`config.mk`:
```
export PLATFORM = sky130hd
export DESIGN_NAME = s_frame_checksum_flat
export DESIGN_NICKNAME = d
export VERILOG_FILES = /design/src/rtl/s_frame_checksum_if.sv /design/src/rtl/s_frame_checksum.sv /design/src/flat_wrapper.sv
export SDC_FILE = /design/constraint.sdc
export NUM_CORES = 1
export LEC_CHECK = 0
export CORE_MARGIN = 5
export CORE_UTILIZATION = 45
export DETAILED_ROUTE_END_ITERATION = 6
export DONT_BUFFER_PORTS = 1
export PLACE_DENSITY = 0.64
export SLEW_MARGIN = 30
export SYNTH_ARGS = -nofsm -noshare
export SYNTH_HDL_FRONTEND = slang
export SYNTH_SLANG_ARGS = --single-unit
```
`constraint.sdc`:
```
create_clock -name s_clk -period 3.3 [get_ports s_clk]
set_input_delay 0.66 -clock s_clk [delete_from_list [all_inputs] [get_ports s_clk]]
set_output_delay 0.66 -clock s_clk [all_outputs]
set_load 0.01 [all_outputs]
```
`src/rtl/s_frame_checksum_if.sv`:
```
// Word-stream bundle between the pipe's receive/transmit ports and the checksum stage.
// The slave modport is the stage's view; master is the pipe/host side.
interface s_frame_checksum_if #(
    parameter int DATA_WIDTH = 16
);
    logic                  rx_valid;
    logic                  rx_ready;
    logic [DATA_WIDTH-1:0] rx;
    logic                  tx_valid;
    logic                  tx_ready;
    logic [DATA_WIDTH-1:0] tx;

    modport slave (
        input  rx_valid,
        input  rx,
        output rx_ready,
        output tx_valid,
        output tx,
        input  tx_ready
    );

    modport master (
        output rx_valid,
        output rx,
        input  rx_ready,
        input  tx_valid,
        input  tx,
        output tx_ready
    );
endinterface

```
`src/rtl/s_frame_checksum.sv`:
```
// Forwards length-prefixed frames unchanged and appends a payload checksum word
// after each frame, behind a single-entry ready/valid output register.
module s_frame_checksum #(
    parameter int DATA_WIDTH = 16,
    parameter int CNT_WIDTH  = 16,
    parameter bit CHECK_INV  = 1'b0
) (
    input  logic                 s_clk,
    input  logic                 s_rst_n,
    s_frame_checksum_if.slave    st,
    output logic                 busy,
    output logic [CNT_WIDTH-1:0] frame_count
);

    typedef enum logic [1:0] {
        S_HEAD = 2'd0,
        S_BODY = 2'd1,
        S_SUM  = 2'd2
    } state_t;

    state_t                state, state_nxt;
    logic [DATA_WIDTH-1:0] tx_p0, tx_nxt;
    logic                  vld_p0, vld_nxt;
    logic [DATA_WIDTH-1:0] remain, remain_nxt;
    logic [DATA_WIDTH-1:0] sum, sum_nxt;
    logic [CNT_WIDTH-1:0]  cnt_nxt;
    logic                  free;
    logic                  rx_ready;
    logic                  accept;

    function automatic logic [DATA_WIDTH-1:0] wrap_add(
        input logic [DATA_WIDTH-1:0] a,
        input logic [DATA_WIDTH-1:0] b
    );
        return a + b;
    endfunction

    function automatic logic [DATA_WIDTH-1:0] finalize_sum(
        input logic [DATA_WIDTH-1:0] s
    );
        return CHECK_INV ? ~s : s;
    endfunction

    // Output register can take a new word when empty or being drained this cycle.
    assign free     = ~vld_p0 | st.tx_ready;
    assign rx_ready = free & (state != S_SUM) & s_rst_n;
    assign accept   = st.rx_valid & rx_ready;

    assign st.rx_ready = rx_ready;
    assign st.tx_valid = vld_p0;
    assign st.tx       = tx_p0;
    assign busy        = (state != S_HEAD);

    always_comb begin
        state_nxt  = state;
        tx_nxt     = tx_p0;
        vld_nxt    = free ? 1'b0 : vld_p0;
        remain_nxt = remain;
        sum_nxt    = sum;
        cnt_nxt    = frame_count;
        case (state)
            S_HEAD: begin
                if (accept) begin
                    tx_nxt     = st.rx;
                    vld_nxt    = 1'b1;
                    remain_nxt = st.rx;
                    sum_nxt    = '0;
                    state_nxt  = (st.rx == '0) ? S_SUM : S_BODY;
                end
            end
            S_BODY: begin
                if (accept) begin
                    tx_nxt     = st.rx;
                    vld_nxt    = 1'b1;
                    sum_nxt    = wrap_add(sum, st.rx);
                    remain_nxt = remain - DATA_WIDTH'(1);
                    if (remain == DATA_WIDTH'(1)) begin
                        state_nxt = S_SUM;
                    end
                end
            end
            S_SUM: begin
                // Checksum slot: input is stalled, so this costs one bubble per frame.
                if (free) begin
                    tx_nxt    = finalize_sum(sum);
                    vld_nxt   = 1'b1;
                    cnt_nxt   = frame_count + CNT_WIDTH'(1);
                    state_nxt = S_HEAD;
                end
            end
            default: begin
                state_nxt = S_HEAD;
            end
        endcase
    end

    // Stage p0: output register plus frame bookkeeping.
    always_ff @(posedge s_clk or negedge s_rst_n) begin
        if (!s_rst_n) begin
            state       <= S_HEAD;
            tx_p0       <= '0;
            vld_p0      <= 1'b0;
            remain      <= '0;
            sum         <= '0;
            frame_count <= '0;
        end else begin
            state       <= state_nxt;
            tx_p0       <= tx_nxt;
            vld_p0      <= vld_nxt;
            remain      <= remain_nxt;
            sum         <= sum_nxt;
            frame_count <= cnt_nxt;
        end
    end

endmodule

```
`src/flat_wrapper.sv`:
```
// flat-port wrapper written by rule: the top's interface ports become plain ports
module s_frame_checksum_flat 
#(
    parameter int DATA_WIDTH = 16,
    parameter int CNT_WIDTH  = 16,
    parameter bit CHECK_INV  = 1'b0
)
  (s_clk, s_rst_n, busy, frame_count, st_rx_valid, st_rx, st_rx_ready, st_tx_valid, st_tx, st_tx_ready);
  s_frame_checksum_if #(.DATA_WIDTH(DATA_WIDTH)) st_i ();
  input  logic s_clk;
  input  logic s_rst_n;
  output logic busy;
  output logic [CNT_WIDTH-1:0] frame_count;
  input wire logic [$bits(st_i.rx_valid)-1:0] st_rx_valid;
  input wire logic [$bits(st_i.rx)-1:0] st_rx;
  output wire logic [$bits(st_i.rx_ready)-1:0] st_rx_ready;
  output wire logic [$bits(st_i.tx_valid)-1:0] st_tx_valid;
  output wire logic [$bits(st_i.tx)-1:0] st_tx;
  input wire logic [$bits(st_i.tx_ready)-1:0] st_tx_ready;
  assign st_i.rx_valid = st_rx_valid;
  assign st_i.rx = st_rx;
  assign st_rx_ready = st_i.rx_ready;
  assign st_tx_valid = st_i.tx_valid;
  assign st_tx = st_i.tx;
  assign st_i.tx_ready = st_tx_ready;
  s_frame_checksum #(.DATA_WIDTH(DATA_WIDTH), .CNT_WIDTH(CNT_WIDTH), .CHECK_INV(CHECK_INV)) u_core (.s_clk(s_clk), .s_rst_n(s_rst_n), .st(st_i), .busy(busy), .frame_count(frame_count));
endmodule
```
== Word-level counts from Yosys, hierarchy flattened ==
Cells that the tools add are included.

* Flip-flop bits (word level): 67
* Bits in latches: 0
* Bits in writable memories: 0
* Bits in read-only memories: 0
* Input bits: 20
* Output and inout port bits: 35
* Word-level logic and storage cells: 51
* Memories kept: 0

* Add/subtract/negate cells: 3
* $mul: 0
* Div/mod/pow operators: 0
* Order comparisons: 0
* Eq/ne operators: 9
* Shift-type cells: 0
* Muxes and demuxes: 18
* Bitwise operators: 5
* Reduce and logical (&&, ||, !) cells: 10

{| class="wikitable"
|+ Operators with widths
! kind !! count
|-
| $pmux 16 s2 || 3
|-
| $mux 16 || 5
|-
| $add 16x1->16 const B || 1
|-
| $add 16x16->16 || 1
|-
| $eq 16x1->1 const B || 1
|-
| $logic_not 16->1 || 1
|-
| $sub 16x1->16 const B || 1
|-
| $mux 2 || 5
|-
| $ne 2x1->1 const B || 5
|-
| $pmux 2 s3 || 1
|-
| $reduce_and 3->1 || 2
|-
| $reduce_bool 2->1 || 3
|-
| $reduce_and 4->1 || 1
|-
| $and 1x1->1 || 3
|-
| $mux 1 || 3
|-
| $eq 2x1->1 const B || 1
|-
| $eq 2x2->1 const B || 1
|-
| $logic_not 2->1 || 1
|-
| $ne 2x2->1 const B || 1
|-
| $pmux 1 s2 || 1
|-
| $reduce_and 2->1 || 1
|-
| $reduce_or 2->1 || 1
|-
| $not 1->1 || 1
|-
| $or 1x1->1 || 1
|}

== Depth between registers and ports, before layout ==
* Depth in word-level cells: 7
* Depth in mapped cells: 9
* Depth with buffers taken out: 9

== Worst setup path before layout ==
No wires, ideal clock.

* Path type: input-to-reg
* Start point: in st_rx[0]
* End point: reg u_core.sum[10]
* Library setup time: 0.069 ns
* Arrival: 2.250 ns
* Setup slack: 0.982 ns
* Stages: 9
* Buffers on the path: 0
* Path through: ha_1 -> inv_1 -> fa_1 -> nor2b_1 -> o21a_1 -> o21a_1 -> o2111ai_1 -> a2111o_1 -> nand3_1

* Word-level cells in the longest chain between the ends: 3

{| class="wikitable"
|+ RTL lines
! what !! line !! RTL
|-
| start: declaration || flat_wrapper.sv:15 || <nowiki>input wire logic [$bits(st_i.rx)-1:0] st_rx;</nowiki>
|-
| $add 16x16->16 || s_frame_checksum.sv:35 || <nowiki>return a + b;</nowiki>
|-
| $mux 16 || s_frame_checksum.sv:72 || <nowiki>if (accept) begin</nowiki>
|-
| $pmux 16 s2 || s_frame_checksum.sv:61 || <nowiki>case (state)</nowiki>
|-
| end signal: assignment || s_frame_checksum.sv:111 || <nowiki>sum <= sum_nxt;</nowiki>
|-
| end: declaration || s_frame_checksum.sv:25 || <nowiki>logic [DATA_WIDTH-1:0] sum, sum_nxt;</nowiki>
|}

Every way passes these cells. The select of a mux whose other input is x is not followed.
A chain may end at the register's enable or synchronous reset.

== Final worst setup path ==
* Start point: reg u_core.state[0]
* End point: out st_rx_ready

* Word-level cells in the longest chain between the ends: 3

{| class="wikitable"
|+ RTL lines
! what !! line !! RTL
|-
| start: declaration || s_frame_checksum.sv:21 || <nowiki>state_t state, state_nxt;</nowiki>
|-
| start signal: assignment || s_frame_checksum.sv:107 || <nowiki>state <= state_nxt;</nowiki>
|-
| $ne 2x2->1 || s_frame_checksum.sv:46 || <nowiki>assign rx_ready = free & (state != S_SUM) & s_rst_n;</nowiki>
|-
| $and 1x1->1 (2 in a row) || s_frame_checksum.sv:46 ||
|-
| end: declaration || flat_wrapper.sv:16 || <nowiki>output wire logic [$bits(st_i.rx_ready)-1:0] st_rx_ready;</nowiki>
|}

Every way passes these cells.

==> flow_summary_export.csv <==
group,metric,value,unit
cts,ctsLongestPathBuffers,2,
cts,tritoncts.num_buffers,9,
global_routing,vias_in_the_first_global_route,3392,
power,power_density,849,nW/um^2
power,leakagePower,0.00191,uW
cells_and_area,area_growth_syn_to_layout,10.6,%
cts,cts.clk_slew.worst_paths,80,ps
yosys,dominantRegCellSynth,"sky130_fd_sc_hd__dfrtp_1",
cts,worst_skew_pair.late_latency,340,ps
outcome,status,"finished clean",
job,max-cap-violations,0,
global_routing,grt.overflow.total,0,
cells_and_area,num-nets-final,502,
yosys,distinct_cell_type_count_after_synthesis,66,
setup_path,worstSetupPathType,"reg2out",
setup_path,endpoint_kind,"output pin",
cts,postCtsResizedCells,0,
setup_path,r2r_start,"u_core.sum[0]",
yosys,post_synth.cell_area_avg,8.91,um^2
setup_path,crit_path_max_fanout,16,
cts,clock_tree_from_tritoncts,"yes",
yosys,yosys_warnings,0,
yosys,yosys_register_bits,67,
routing,drtAntennaViolNets,0,
yosys,netlist_area,4070,um^2
cells_and_area,fillers,806,
die,die_width,105,um
cts,cts.sink_count,67,
die,die_height,105,um
sta,hold_violations,0,
sta,clock_skew,10.4,ps
power,pwr_total,3830,uW
placement,routabilityCongestion,0.887,
die,initial_util,46.5,%
cts,clock_tree.root_cell,"sky130_fd_sc_hd__clkbuf_8",
setup_path,arrival,1870,ps
setup_path,ff2ff_setup_slack,970,ps
cells_and_area,antennaDiodeCount,0,
routing,drt_initial_violations,225,
routing,avgViaCountPerCell,6.00,
yosys,async_reset_ff_share,100,%
global_routing,grt_pass1_wl,17.6,mm
cts,cts_htree_levels,3,
global_routing,antenna_violations_before_repair,0,
sta,max_clock_freq,395,MHz
sta,worst_slew_margin_rel,61.0,%
sta,post_route_clock_period_utilization,76.8,%
setup_path,r2r-end,"u_core.sum[6]",
routing,totalWireLength,10.6,mm
sta,fin_crit,2530,ps
power,max-vdd-ir-drop,0.355,mV
global_routing,grt_max_degree,46,
die,dieArea,11100,um^2
yosys,ys_seq_area_share,41.2,%
die,std_cell_rows,34,
cells_and_area,drive_above_1_share,10.3,%
routing,drc,0,
placement,buffer_ports.inserted,0,
yosys,syn_nets,496,
yosys,synth_edf_count,0,
routing,drt-wirelength-per-cell,18.4,um
sta,finalMaxSlewViolations,0,
setup_path,crit_path_start_kind,"register",
global_routing,track_usage,19.4,%
placement,post_dp_hpwl,7.29,mm
die,coreArea,8760,um^2
die,top_level_ports,55,
setup_path,r2r.worst_path.cells,9,
routing,vias,3456,
placement,place_area,4190,um^2
sta,timing.setup.tns,0,ps
sta,worstMarginPinSlew,586,ps
sta,setup_viol,0,
hold_path,hp-class,"in2async",
cells_and_area,final_cell_area,4510,um^2
yosys,synthCells,457,
sta,rsz0062_at_grt,"false",
setup_path,worst-endpoint-required,2640,ps
routing,drt-pass1-iter-count,5,
==> power breakdown <==
group          internal [uW]  switching, uW  total [uW]  leakage [uW]
Sequential              1120            387        1500      0.000826
Combinational            639            853        1490      0.000964
Clock                    500            330         831      0.000119
Total                   2260           1570        3830       0.00191
==> layer usage <==
metal / wire length, um / GRT usage [%]
met2: 4790 / 29.9
met1: 4660 / 25.9
met5: 0 / 0
met4: 248 / 6.67
met3: 897 / 6.10
==> through the flow <==
stage | setup WS (ps) | instances | hold slack [ps] | utilization [%]
after floorplan | 982 | 457 | 364 | -
after global placement | 892 | 554 | 367 | 47.8
after detailed placement | 784 | 554 | 367 | 47.8
after CTS | 746 | 573 | 2.53 | 51.1
after global routing | 655 | 576 | 164 | 51.4
final | 765 | 576 | 169 | 51.4
==> cell families (layout without fill, tap and decap cells) <==
logic type | after synthesis | in the layout | share of synthesized area (%)
DFF | 67 | 67 | 41.2
adders and majority gates | 19 | 19 | 6.02
xor gates and xnor gates | 23 | 23 | 4.94
and+or+nand+nor | 180 | 180 | 22.9
AOI/OAI and AO/OA | 136 | 136 | 21.1
buffers and inverters | 29 | 40 | 3.07
muxes | 3 | 3 | 0.891
==> cell usage after synthesis (3+ instances only) <==
library cell | count | area (um^2)
sky130_fd_sc_hd__inv_1 | 9 | 33.8
sky130_fd_sc_hd__nand4_1 | 7 | 43.8
sky130_fd_sc_hd__or3_1 | 4 | 25.0
sky130_fd_sc_hd__dfrtp_1 | 67 | 1680
sky130_fd_sc_hd__o211ai_1 | 4 | 30.0
sky130_fd_sc_hd__nand2_1 | 65 | 244
sky130_fd_sc_hd__and3_1 | 8 | 50.1
sky130_fd_sc_hd__ha_1 | 18 | 225
sky130_fd_sc_hd__o41ai_1 | 3 | 26.3
sky130_fd_sc_hd__o21a_1 | 3 | 22.5
sky130_fd_sc_hd__nor4_1 | 5 | 31.3
sky130_fd_sc_hd__a31oi_1 | 19 | 119
sky130_fd_sc_hd__o31ai_1 | 4 | 30.0
sky130_fd_sc_hd__a21o_1 | 5 | 37.5
sky130_fd_sc_hd__xor2_1 | 4 | 35.0
sky130_fd_sc_hd__nand3_1 | 14 | 70.1
sky130_fd_sc_hd__nor2_1 | 37 | 139
sky130_fd_sc_hd__nor2b_1 | 7 | 43.8
sky130_fd_sc_hd__xnor2_1 | 19 | 166
sky130_fd_sc_hd__a211oi_1 | 4 | 30.0
sky130_fd_sc_hd__buf_2 | 6 | 30.0
sky130_fd_sc_hd__o21ai_1 | 6 | 30.0
sky130_fd_sc_hd__o22ai_1 | 5 | 31.3
sky130_fd_sc_hd__nor3_1 | 9 | 45.0
sky130_fd_sc_hd__o21ai_0 | 26 | 130
sky130_fd_sc_hd__nand2b_1 | 5 | 31.3
sky130_fd_sc_hd__a21oi_1 | 37 | 185
sky130_fd_sc_hd__clkbuf_1 | 11 | 41.3
==> flip-flops by register name, indices dropped and copies added, names as in the netlist <==
register / flops
u_core.st.tx_valid: 1
u_core.sum: 16
u_core.state: 2
u_core.st.tx: 16
u_core.frame_count: 16
u_core.remain: 16
==> timing repair <==
item / in CTS / in global routing
buffers inserted: 0 / 0
hold buffers: 3 / 3
hold endpoints to repair: 45 / 1
==> critical path: stages (launching register included) <==
cell	delay, ps
sky130_fd_sc_hd__dfrtp_1	650
sky130_fd_sc_hd__nand2b_1	550
sky130_fd_sc_hd__and3_1	320
==> how the worst max path moves through the flow <==
stage,slack [ps],start,cells after the start,endpoint
after floorplan,980,st_rx[0],9,u_core.sum[10]
after global placement,890,st_rx[0],9,u_core.sum[10]
after detailed placement,780,st_rx[0],9,u_core.sum[6]
after CTS,750,u_core.state[0],2,st_rx_ready
after global routing,650,u_core.state[0],2,st_rx_ready
final,770,u_core.state[0],2,st_rx_ready
==> cell type report <==
type                       instances  area [um^2]  share of cell area (%)
multi-input combinational        361         2280                    50.5
inverter                           9         33.8                   0.750
clock buffer                       9          124                    2.75
clock inverter                     7          116                    2.58
tap                              108          135                    3.00
sequential                        67         1680                    37.2
timing repair buffer              15          145                    3.22
==> placed cells by master (no fill, tap or decap), types with 4 or more instances in the layout <==
| cell | netlist | final |
|---|---|---|
| sky130_fd_sc_hd__nor2_1 | 37 | 37 |
| sky130_fd_sc_hd__and3_1 | 8 | 8 |
| sky130_fd_sc_hd__nand2_1 | 65 | 65 |
| sky130_fd_sc_hd__nor4_1 | 5 | 5 |
| sky130_fd_sc_hd__o211ai_1 | 4 | 4 |
| sky130_fd_sc_hd__xor2_1 | 4 | 4 |
| sky130_fd_sc_hd__buf_4 | 0 | 9 |
| sky130_fd_sc_hd__dlygate4sd3_1 | 0 | 5 |
| sky130_fd_sc_hd__o21ai_1 | 6 | 5 |
| sky130_fd_sc_hd__nand4_1 | 7 | 7 |
| sky130_fd_sc_hd__ha_1 | 18 | 18 |
| sky130_fd_sc_hd__clkbuf_8 | 0 | 9 |
| sky130_fd_sc_hd__o22ai_1 | 5 | 5 |
| sky130_fd_sc_hd__inv_1 | 9 | 9 |
| sky130_fd_sc_hd__a211oi_1 | 4 | 4 |
| sky130_fd_sc_hd__nand2b_1 | 5 | 5 |
| sky130_fd_sc_hd__o31ai_1 | 4 | 4 |
| sky130_fd_sc_hd__nor3_1 | 9 | 9 |
| sky130_fd_sc_hd__a31oi_1 | 19 | 19 |
| sky130_fd_sc_hd__nor2b_1 | 7 | 7 |
| sky130_fd_sc_hd__o21ai_0 | 26 | 26 |
| sky130_fd_sc_hd__xnor2_1 | 19 | 19 |
| sky130_fd_sc_hd__a21o_1 | 5 | 5 |
| sky130_fd_sc_hd__a21oi_1 | 37 | 37 |
| sky130_fd_sc_hd__nand3_1 | 14 | 14 |
| sky130_fd_sc_hd__dfrtp_1 | 67 | 67 |
| sky130_fd_sc_hd__or3_1 | 4 | 4 |
Power figures use the tool's default switching activity.
